$ cat src/rtl/regfile_wb_arbiter.sv
// rtl/regfile_wb_arbiter.sv - write-back arbiter for the register bank's single write port
//
// Purpose:
//   Accepts register write requests from the ALU result path and the memory
//   load path. Each path has a one-entry holding buffer. Buffered requests are
//   serialised onto the bank's registered write port, at most one per cycle.
//   A per-register pending mask exposes writes that are buffered but not yet
//   granted, so issue logic can detect read-after-write hazards.
//
// Configuration:
//   WB_ROUND_ROBIN_EN  defined   : a tie goes to the requester not granted last
//                      undefined : fixed priority, the ALU path wins every tie
//
// Ports:
//   clk, rst_n                        clock, synchronous active-low reset
//   alu_valid/alu_ready/alu_rd/alu_data   ALU write request handshake
//   mem_valid/mem_ready/mem_rd/mem_data   load write request handshake
//   reg_write/write_register/write_data   registered bank write port
//   pending_mask                      bit r set while a buffered write to r is ungranted

module regfile_wb_arbiter #(
    parameter int DATA_W = 32,
    parameter int ADDR_W = 5
) (
    input  logic                     clk,
    input  logic                     rst_n,
    input  logic                     alu_valid,
    output logic                     alu_ready,
    input  logic [ADDR_W-1:0]        alu_rd,
    input  logic [DATA_W-1:0]        alu_data,
    input  logic                     mem_valid,
    output logic                     mem_ready,
    input  logic [ADDR_W-1:0]        mem_rd,
    input  logic [DATA_W-1:0]        mem_data,
    output logic                     reg_write,
    output logic [ADDR_W-1:0]        write_register,
    output logic [DATA_W-1:0]        write_data,
    output logic [(1<<ADDR_W)-1:0]   pending_mask
);

    // Holding buffers
    logic              alu_full_q, alu_full_d;
    logic [ADDR_W-1:0] alu_rd_q,   alu_rd_d;
    logic [DATA_W-1:0] alu_data_q, alu_data_d;
    logic              mem_full_q, mem_full_d;
    logic [ADDR_W-1:0] mem_rd_q,   mem_rd_d;
    logic [DATA_W-1:0] mem_data_q, mem_data_d;

    // Bank write port registers
    logic              reg_write_q,      reg_write_d;
    logic [ADDR_W-1:0] write_register_q, write_register_d;
    logic [DATA_W-1:0] write_data_q,     write_data_d;

    logic tie_alu;
    logic alu_gnt, mem_gnt;
    logic alu_acc, mem_acc;

`ifdef WB_ROUND_ROBIN_EN
    // Set when the load path received the most recent grant.
    logic last_mem_q, last_mem_d;

    assign tie_alu = last_mem_q;

    always_comb begin
        last_mem_d = last_mem_q;
        if (mem_gnt) begin
            last_mem_d = 1'b1;
        end else if (alu_gnt) begin
            last_mem_d = 1'b0;
        end
    end

    always_ff @(posedge clk) begin
        if (!rst_n) begin
            // "ALU granted last" so the load path takes the first tie.
            last_mem_q <= 1'b0;
        end else begin
            last_mem_q <= last_mem_d;
        end
    end
`else
    assign tie_alu = 1'b1;
`endif

    // Grants depend only on buffer state, never on the incoming valids.
    assign alu_gnt = alu_full_q && (!mem_full_q || tie_alu);
    assign mem_gnt = mem_full_q && (!alu_full_q || !tie_alu);

    // A buffer being drained this cycle can take a new request at the same edge.
    assign alu_ready = rst_n && (!alu_full_q || alu_gnt);
    assign mem_ready = rst_n && (!mem_full_q || mem_gnt);

    assign alu_acc = alu_valid && alu_ready;
    assign mem_acc = mem_valid && mem_ready;

    always_comb begin
        alu_full_d = alu_full_q;
        alu_rd_d   = alu_rd_q;
        alu_data_d = alu_data_q;
        if (alu_acc) begin
            // Writes to register 0 are accepted but dropped.
            alu_full_d = (alu_rd != '0);
            alu_rd_d   = alu_rd;
            alu_data_d = alu_data;
        end else if (alu_gnt) begin
            alu_full_d = 1'b0;
        end

        mem_full_d = mem_full_q;
        mem_rd_d   = mem_rd_q;
        mem_data_d = mem_data_q;
        if (mem_acc) begin
            mem_full_d = (mem_rd != '0);
            mem_rd_d   = mem_rd;
            mem_data_d = mem_data;
        end else if (mem_gnt) begin
            mem_full_d = 1'b0;
        end

        reg_write_d      = alu_gnt || mem_gnt;
        write_register_d = write_register_q;
        write_data_d     = write_data_q;
        if (alu_gnt) begin
            write_register_d = alu_rd_q;
            write_data_d     = alu_data_q;
        end else if (mem_gnt) begin
            write_register_d = mem_rd_q;
            write_data_d     = mem_data_q;
        end
    end

    always_ff @(posedge clk) begin
        if (!rst_n) begin
            alu_full_q       <= 1'b0;
            alu_rd_q         <= '0;
            alu_data_q       <= '0;
            mem_full_q       <= 1'b0;
            mem_rd_q         <= '0;
            mem_data_q       <= '0;
            reg_write_q      <= 1'b0;
            write_register_q <= '0;
            write_data_q     <= '0;
        end else begin
            alu_full_q       <= alu_full_d;
            alu_rd_q         <= alu_rd_d;
            alu_data_q       <= alu_data_d;
            mem_full_q       <= mem_full_d;
            mem_rd_q         <= mem_rd_d;
            mem_data_q       <= mem_data_d;
            reg_write_q      <= reg_write_d;
            write_register_q <= write_register_d;
            write_data_q     <= write_data_d;
        end
    end

    always_comb begin
        pending_mask = '0;
        if (alu_full_q) begin
            pending_mask[alu_rd_q] = 1'b1;
        end
        if (mem_full_q) begin
            pending_mask[mem_rd_q] = 1'b1;
        end
    end

    assign reg_write      = reg_write_q;
    assign write_register = write_register_q;
    assign write_data     = write_data_q;

endmodule

$ cat config.mk
export PLATFORM = sky130hd
export DESIGN_NAME = regfile_wb_arbiter
export DESIGN_NICKNAME = d
export VERILOG_FILES = /design/src/rtl/regfile_wb_arbiter.sv
export SDC_FILE = /design/constraint.sdc
export NUM_CORES = 1
export LEC_CHECK = 0
export CORE_MARGIN = 4
export CORE_UTILIZATION = 51
export DETAILED_ROUTE_END_ITERATION = 6
export HOLD_SLACK_MARGIN = 0.15
export PLACE_DENSITY_LB_ADDON = 0.3
export SYNTH_ARGS = -nofsm -noshare
export SYNTH_HDL_FRONTEND = slang
export SYNTH_SLANG_ARGS = --single-unit
$ cat constraint.sdc
create_clock -name clk -period 2.35 [get_ports clk]
set_clock_uncertainty 0.1 [all_clocks]
set_input_delay 0.235 -clock clk [delete_from_list [all_inputs] [get_ports clk]]
set_output_delay 0.235 -clock clk [all_outputs]
set_load 0.05 [all_outputs]
# Word-level counts from Yosys, hierarchy flattened
# Index checks and enable logic that the tools add are counted.
[totals]
register_bits = 114
latch_bits = 0
mem_bits_rw = 0
rom_bits = 0
word_cells = 41
mem_count = 0
[classes]
add_sub_neg = 0
multipliers = 0
div = 0
magnitude_cmp = 4
n_eq_ne = 0
shifts = 0
muxes = 12
bitwise = 1
reduce_logical = 15
[op_table]
columns = ["operator", "count"]
rows = [
  ["32-bit two-way mux", 4],
  ["32-bit bitwise OR", 1],
  ["5-bit by 6-bit < comparator with 1-bit output, second input constant", 2],
  ["1-bit demux with 5-bit select", 2],
  ["5-bit by 1-bit greater-or-equal comparator with 1-bit output, second input constant", 2],
  ["5-bit two-way mux", 2],
  ["5-bit nonzero test", 2],
  ["1-bit logical AND", 6],
  ["1-bit two-way mux", 4],
  ["2-bit nonzero test", 2],
  ["1-bit logical NOT", 2],
  ["1-bit logical OR", 2],
  ["2-bit AND reduction", 1],
]

# Longest topological paths before layout
# Gate-level depths: netlist of the first run.
[depth]
ltp_word = 7
mapped_depth = 6
mapped_depth_nobuf = 3

# Least setup slack after synthesis of the first run
# OpenSTA, ideal clock, no wires.
[synth_path]
kind = "register to output"
start = "reg mem_rd_q[4]"
end = "out pending_mask[10]"
arrival_ps = 1662
setup_slack_ps = 353
stages_incl_launch_ff = 4
path_buffers = 1
path_cell_list = "dfxtp_1 -> buf_2 -> or3b_1 -> o22ai_1"
[synth_via]
elab_chain_cells = 6
[synth_lines]
columns = ["element", "line", "text"]
rows = [
  ["start: declaration", "46", "logic [ADDR_W-1:0] mem_rd_q, mem_rd_d;"],
  ["start signal: assignment", "148", "mem_rd_q <= mem_rd_d;"],
  ["5-bit by 6-bit < comparator with 1-bit output (implied by the code) or 5-bit by 1-bit greater-or-equal comparator with 1-bit output (tied branches)", "162", "pending_mask[mem_rd_q] = 1'b1;"],
  ["1-bit logical AND (implied by the code)", "162", ""],
  ["1-bit two-way mux (implied by the code)", "162", ""],
  ["1-bit demux with 5-bit select (*)", "162", ""],
  ["32-bit bitwise OR (no source line) (*)", "n/a", ""],
  ["32-bit two-way mux (*)", "161", "if (mem_full_q) begin"],
  ["end: declaration", "38", "output logic [(1<<ADDR_W)-1:0] pending_mask"],
]
# Every way passes the cells marked *; elsewhere a longest branch is shown, timed or not.

# Final worst setup path of the first run
[layout_path]
start = "reg alu_full_q"
end = "out pending_mask[10]"
[layout_via]
elab_chain_cells = 3
[layout_lines]
columns = ["element", "line", "text"]
rows = [
  ["start: declaration", "42", "logic alu_full_q, alu_full_d;"],
  ["start signal: assignment", "144", "alu_full_q <= alu_full_d;"],
  ["32-bit two-way mux (*)", "158", "if (alu_full_q) begin"],
  ["32-bit bitwise OR (no source line)", "n/a", ""],
  ["32-bit two-way mux (*)", "161", ""],
]
# Marks and branches as above.

==> results of run 1 <==
## cells by family after synthesis
| family | after synthesis | share of synthesized area [%] |
|---|---|---|
| simple gates | 106 | 11.6 |
| flops | 114 | 45.4 |
| buf+inv | 81 | 8.01 |
| compound gates | 110 | 12.9 |
| mux | 111 | 22.1 |
## stage by stage
stage / hold slack (ns) / worst slack (ns) / cell area [um2] / setup TNS (ns) / cells
2_1_floorplan: 0.267 / 0.353 / 5030 / 0 / 522
3_3_place_gp: 0.343 / 0.573 / 6830 / 0 / 766
3_5_place_dp: 0.355 / 0.481 / 6830 / 0 / 766
4_1_cts: 0.157 / 0.0369 / 7460 / 0 / 797
5_1_grt: 0.173 / -0.0736 / 7490 / -0.774 / 797
6_report: 0.179 / 0.0405 / 7490 / 0 / 797
## flip-flops by register name, summed over array words and instances (netlist names)
| signal | flops |
|---|---|
| reg_write | 1 |
| mem_rd_q | 5 |
| alu_rd_q | 5 |
| alu_data_q | 32 |
| alu_full_q | 1 |
| write_data | 32 |
| mem_data_q | 32 |
| write_register | 5 |
| mem_full_q | 1 |
## metal layers
| metal | global-route usage [%] | wire length, um | up-vias | part of all wire [%] |
|---|---|---|---|---|
| met5 | 0 | 0 | - | 0 |
| met4 | 11.3 | 416 | 0 | 2.9 |
| met3 | 6.78 | 829 | 30 | 5.8 |
| met2 | 43.2 | 7290 | 154 | 51 |
| met1 | 28.5 | 5670 | 2051 | 40 |
| li1 | - | - | 2066 | - |
## power groups by stage
stage | sequential [mW] | combinational (mW) | clock [mW]
after floorplan | 2.33 | 0.410 | 0
final | 2.17 | 0.885 | 2.67
after global placement | 2.20 | 0.848 | 0
after CTS | 2.17 | 0.884 | 2.71
after detailed placement | 2.21 | 0.869 | 0
after global routing | 2.19 | 0.940 | 2.80
## layout by cell type (no fill, tap or decap), types with 2 or more instances in the layout
cell             synthesis  final
clkdlybuf4s50_1          0    113
mux2i_1                111    111
dfxtp_1                114    111
nand2_1                 40     40
nor2b_1                 38     38
o21ai_0                 38     38
inv_1                   38     37
a21oi_1                 37     37
buf_12                   0     34
o22ai_1                 24     20
clkbuf_16                0     16
o22ai_2                  8     12
buf_4                    7      9
nand3b_1                 8      8
clkbuf_8                 0      5
bufinv_16                0      4
nand3_1                  5      3
or3b_1                   4      3
or3_1                    3      3
dfxtp_2                  0      3
or3b_4                   1      2
nand3_2                  0      2
nor2_1                   2      2
clkinv_2                 0      2
clkinvlp_4               0      2
buf_2                   19      2
## worst paths after layout
check / slack [ns] / to / depth (start not counted) / startpoint
setup / recovery: 0.04 / pending_mask[10] / 4 / alu_full_q
hold / removal: 0.18 / mem_data_q[15] / 3 / mem_data[15]
setup reg to reg: 0.44 / mem_data_q[7] / 5 / mem_full_q
hold reg to reg: 0.36 / mem_data_q[12] / 2 / mem_data_q[12]
## critical path, delay by kind of cell, from the launching register on
kind | cells | cell delay [ns]
AO/OA/AOI/OAI | 1 | 0.36
flip-flops | 1 | 0.46
AND/OR/NAND/NOR | 2 | 0.48
buffers and inverters | 1 | 0.18
## cells in the mapped netlist (8+ instances only)
cell,n
mux2i_1,111
nand2_1,40
o22ai_2,8
a21oi_1,37
o22ai_1,24
inv_1,38
clkbuf_1,12
nor2b_1,38
o21ai_0,38
dfxtp_1,114
buf_2,19
nand3b_1,8
## what timing repair did
item                                    in CTS  in global routing
hold buffers                                 1                  0
resized for setup                            1                  7
endpoints found under the setup margin       1                 25
cloned                                       0                  0
endpoints found under the hold margin       11                  0
## cell type report
cell class / count / area, um2
Timing Repair Buffer: 159 / 1900
Clock buffer: 21 / 469
Sequential cell: 114 / 2290
Multi-Input combinational cell: 327 / 2380
Fill cell: 573 / 1920
Inverter: 38 / 143
Clock inverter: 9 / 154
Tap cell: 129 / 161
==> summary by stage, run 1 <==
Synthesis
The synthesized net count is 600. Of the post-synthesis cell area, the dominant cell type holds 45.4%. The Yosys step of the flow raised 0 warnings. The number of instances in the synthesized netlist is 522. In this run, synthesis produced a sequential element count of 114. The sequential fraction of the synthesis area is 45.4%. Synthesis instantiated 28 different standard cells from the library. In this run, synthesis inferred 0 flip-flops with an integrated enable. The mean area per synthesized cell is 9.64 um2. The largest total area in the synthesized netlist belongs to dfxtp_1. Ranked by total cell area, the synthesized netlist is headed by dfxtp_1 45%, mux2i_1 22%, nor2b_1 4.7%, o21ai_0 3.8%, a21oi_1 3.7%.

The netlist area before placement is 5030 um2. In the synthesized netlist the dominant register cell turns out to be dfxtp_1. The fraction of synthesis flops using an asynchronous set or reset pin is 0%.

Die
The number of core rows is 35. The number of primary I/O pins is 150. The die covers 11500 um2. The core area is 9420 um2. In this run the horizontal extent of the chip is 107 um. For this configuration, the core starts out at a cell density of 53.4%. From bottom edge to top edge, the die measures 107 um.

Critical path
Traced cell by cell, the critical path runs through nor2b_1 > nand2_1 > o22ai_1 > buf_12. Among all stages on the critical path, the largest delay is contributed by dfxtp_1. The worst setup path is of the flip-flop to primary output kind. STA classifies the critical path startpoint as a flip-flop.

Data arrives at the worst endpoint at 1.97 ns. The biggest fanout along the worst timing path is 8. On the worst path, the slowest cell contributes a delay of 0.46 ns. STA classifies the critical path endpoint as a primary output. For the worst setup path, the data required time is 2.02 ns.

Route
The via count is 4301. Dividing the detail-routed wire length by the instance count gives 17.8 um. In the routed design, unresolved DRC markers number 0. The total routed wirelength is 14200 um. Once detail routing completed, the nets flagged for antenna violations numbered 0.

Dividing the detail-routed via count by the number of cells gives 5.40. In this run, the number of DRC markers left after iteration 0 of detailed routing was 237. For this run, the detailed router's first-pass iteration total came to 4.

STA
The number of max-slew violations in the final report is 0. The final critical path time including I/O delays and setup is 2.31 ns. The actual slew at the worst max-slew pin is 0.664 ns. The final hold violation count is 0. Setup repair after global routing could not meet its margin everywhere.

The achievable frequency is 433 MHz. The setup violation total in the final timing report is 0. The share of the cycle needed by the critical path after routing is 98.3%. Headroom to the max-slew limit came out at 55.7%.

Pwr
Power spread over the standard cell area amounts to 765 nW/um2. The net load switching power is 1.44 mW. The worst-case IR drop observed on VDD is 0.698 mV. The sequential cell fraction of total power is 37.9%.

In this run, the combinational gates consume 15.4% of the power. The design draws 5.73 mW. The leakage power total is 3.15 nW. The share of total power dissipated in the clock network is 46.6%.

The net switching share of the total power is 25.1%. The internal power contribution is 4.29 mW.

Final layout
The layout overhead on the synthesized area is 49.0%. The number of diodes added for antenna fixing is 0. The fraction of final layout cells with drive strength greater than 1 is 14.5%. The final layout contains 735 nets. Measured on the finished design, the core utilization comes to 79.6%.

Worst hold path
The classification of the worst-slack hold path is input pin to flip-flop.

Clock tree
Clock tree synthesis found a total of 114 sinks. The clock reaches the later pin of the worst-skew pair after 0.50 ns. The clock tree from TritonCTS is yes. The clock tree root driver cell is clkbuf_8. Clock-pin slew was measured on the worst setup and hold paths at 0.05 ns.

After clock tree synthesis, the setup repair step added 0 buffers. Clock tree synthesis inserted a total of 17 buffers. The clock passes through at most 2 buffers.

The count of H-tree levels built during CTS is 4.

Global route
The global-route usage over all layers is 24.9%. Entering global routing, the biggest net connects 73 pins. The initial antenna violation count is 0. The first global-routing pass estimated 22400 um of wire. The number of global-route vias before repair is 4507.

The total overflow left after global routing is 0.

Placed design
During placement, the flow inserted port buffers numbering 149. Summed over all nets, the half-perimeter wirelength after detailed placement is 9510 um. The final weighted congestion of routability-driven global placement is 0.820.

Flow run
The max capacitance violation total is 0.

Outcome
The flow ran to the end, and the final reports show no timing, DRC or antenna violations.
No activity file was read; power rests on OpenSTA's default activity.
==> run 2, diff against run 1 <==
--- a/config.mk
+++ b/config.mk
@@ -8,6 +8,7 @@
 export CORE_MARGIN = 4
 export CORE_UTILIZATION = 51
 export DETAILED_ROUTE_END_ITERATION = 6
+export GPL_ROUTABILITY_DRIVEN = 0
 export HOLD_SLACK_MARGIN = 0.15
 export PLACE_DENSITY_LB_ADDON = 0.3
 export SYNTH_ARGS = -nofsm -noshare
==> results of run 2 <==
Final layout, timing and power as in run 1 (identical DEF).
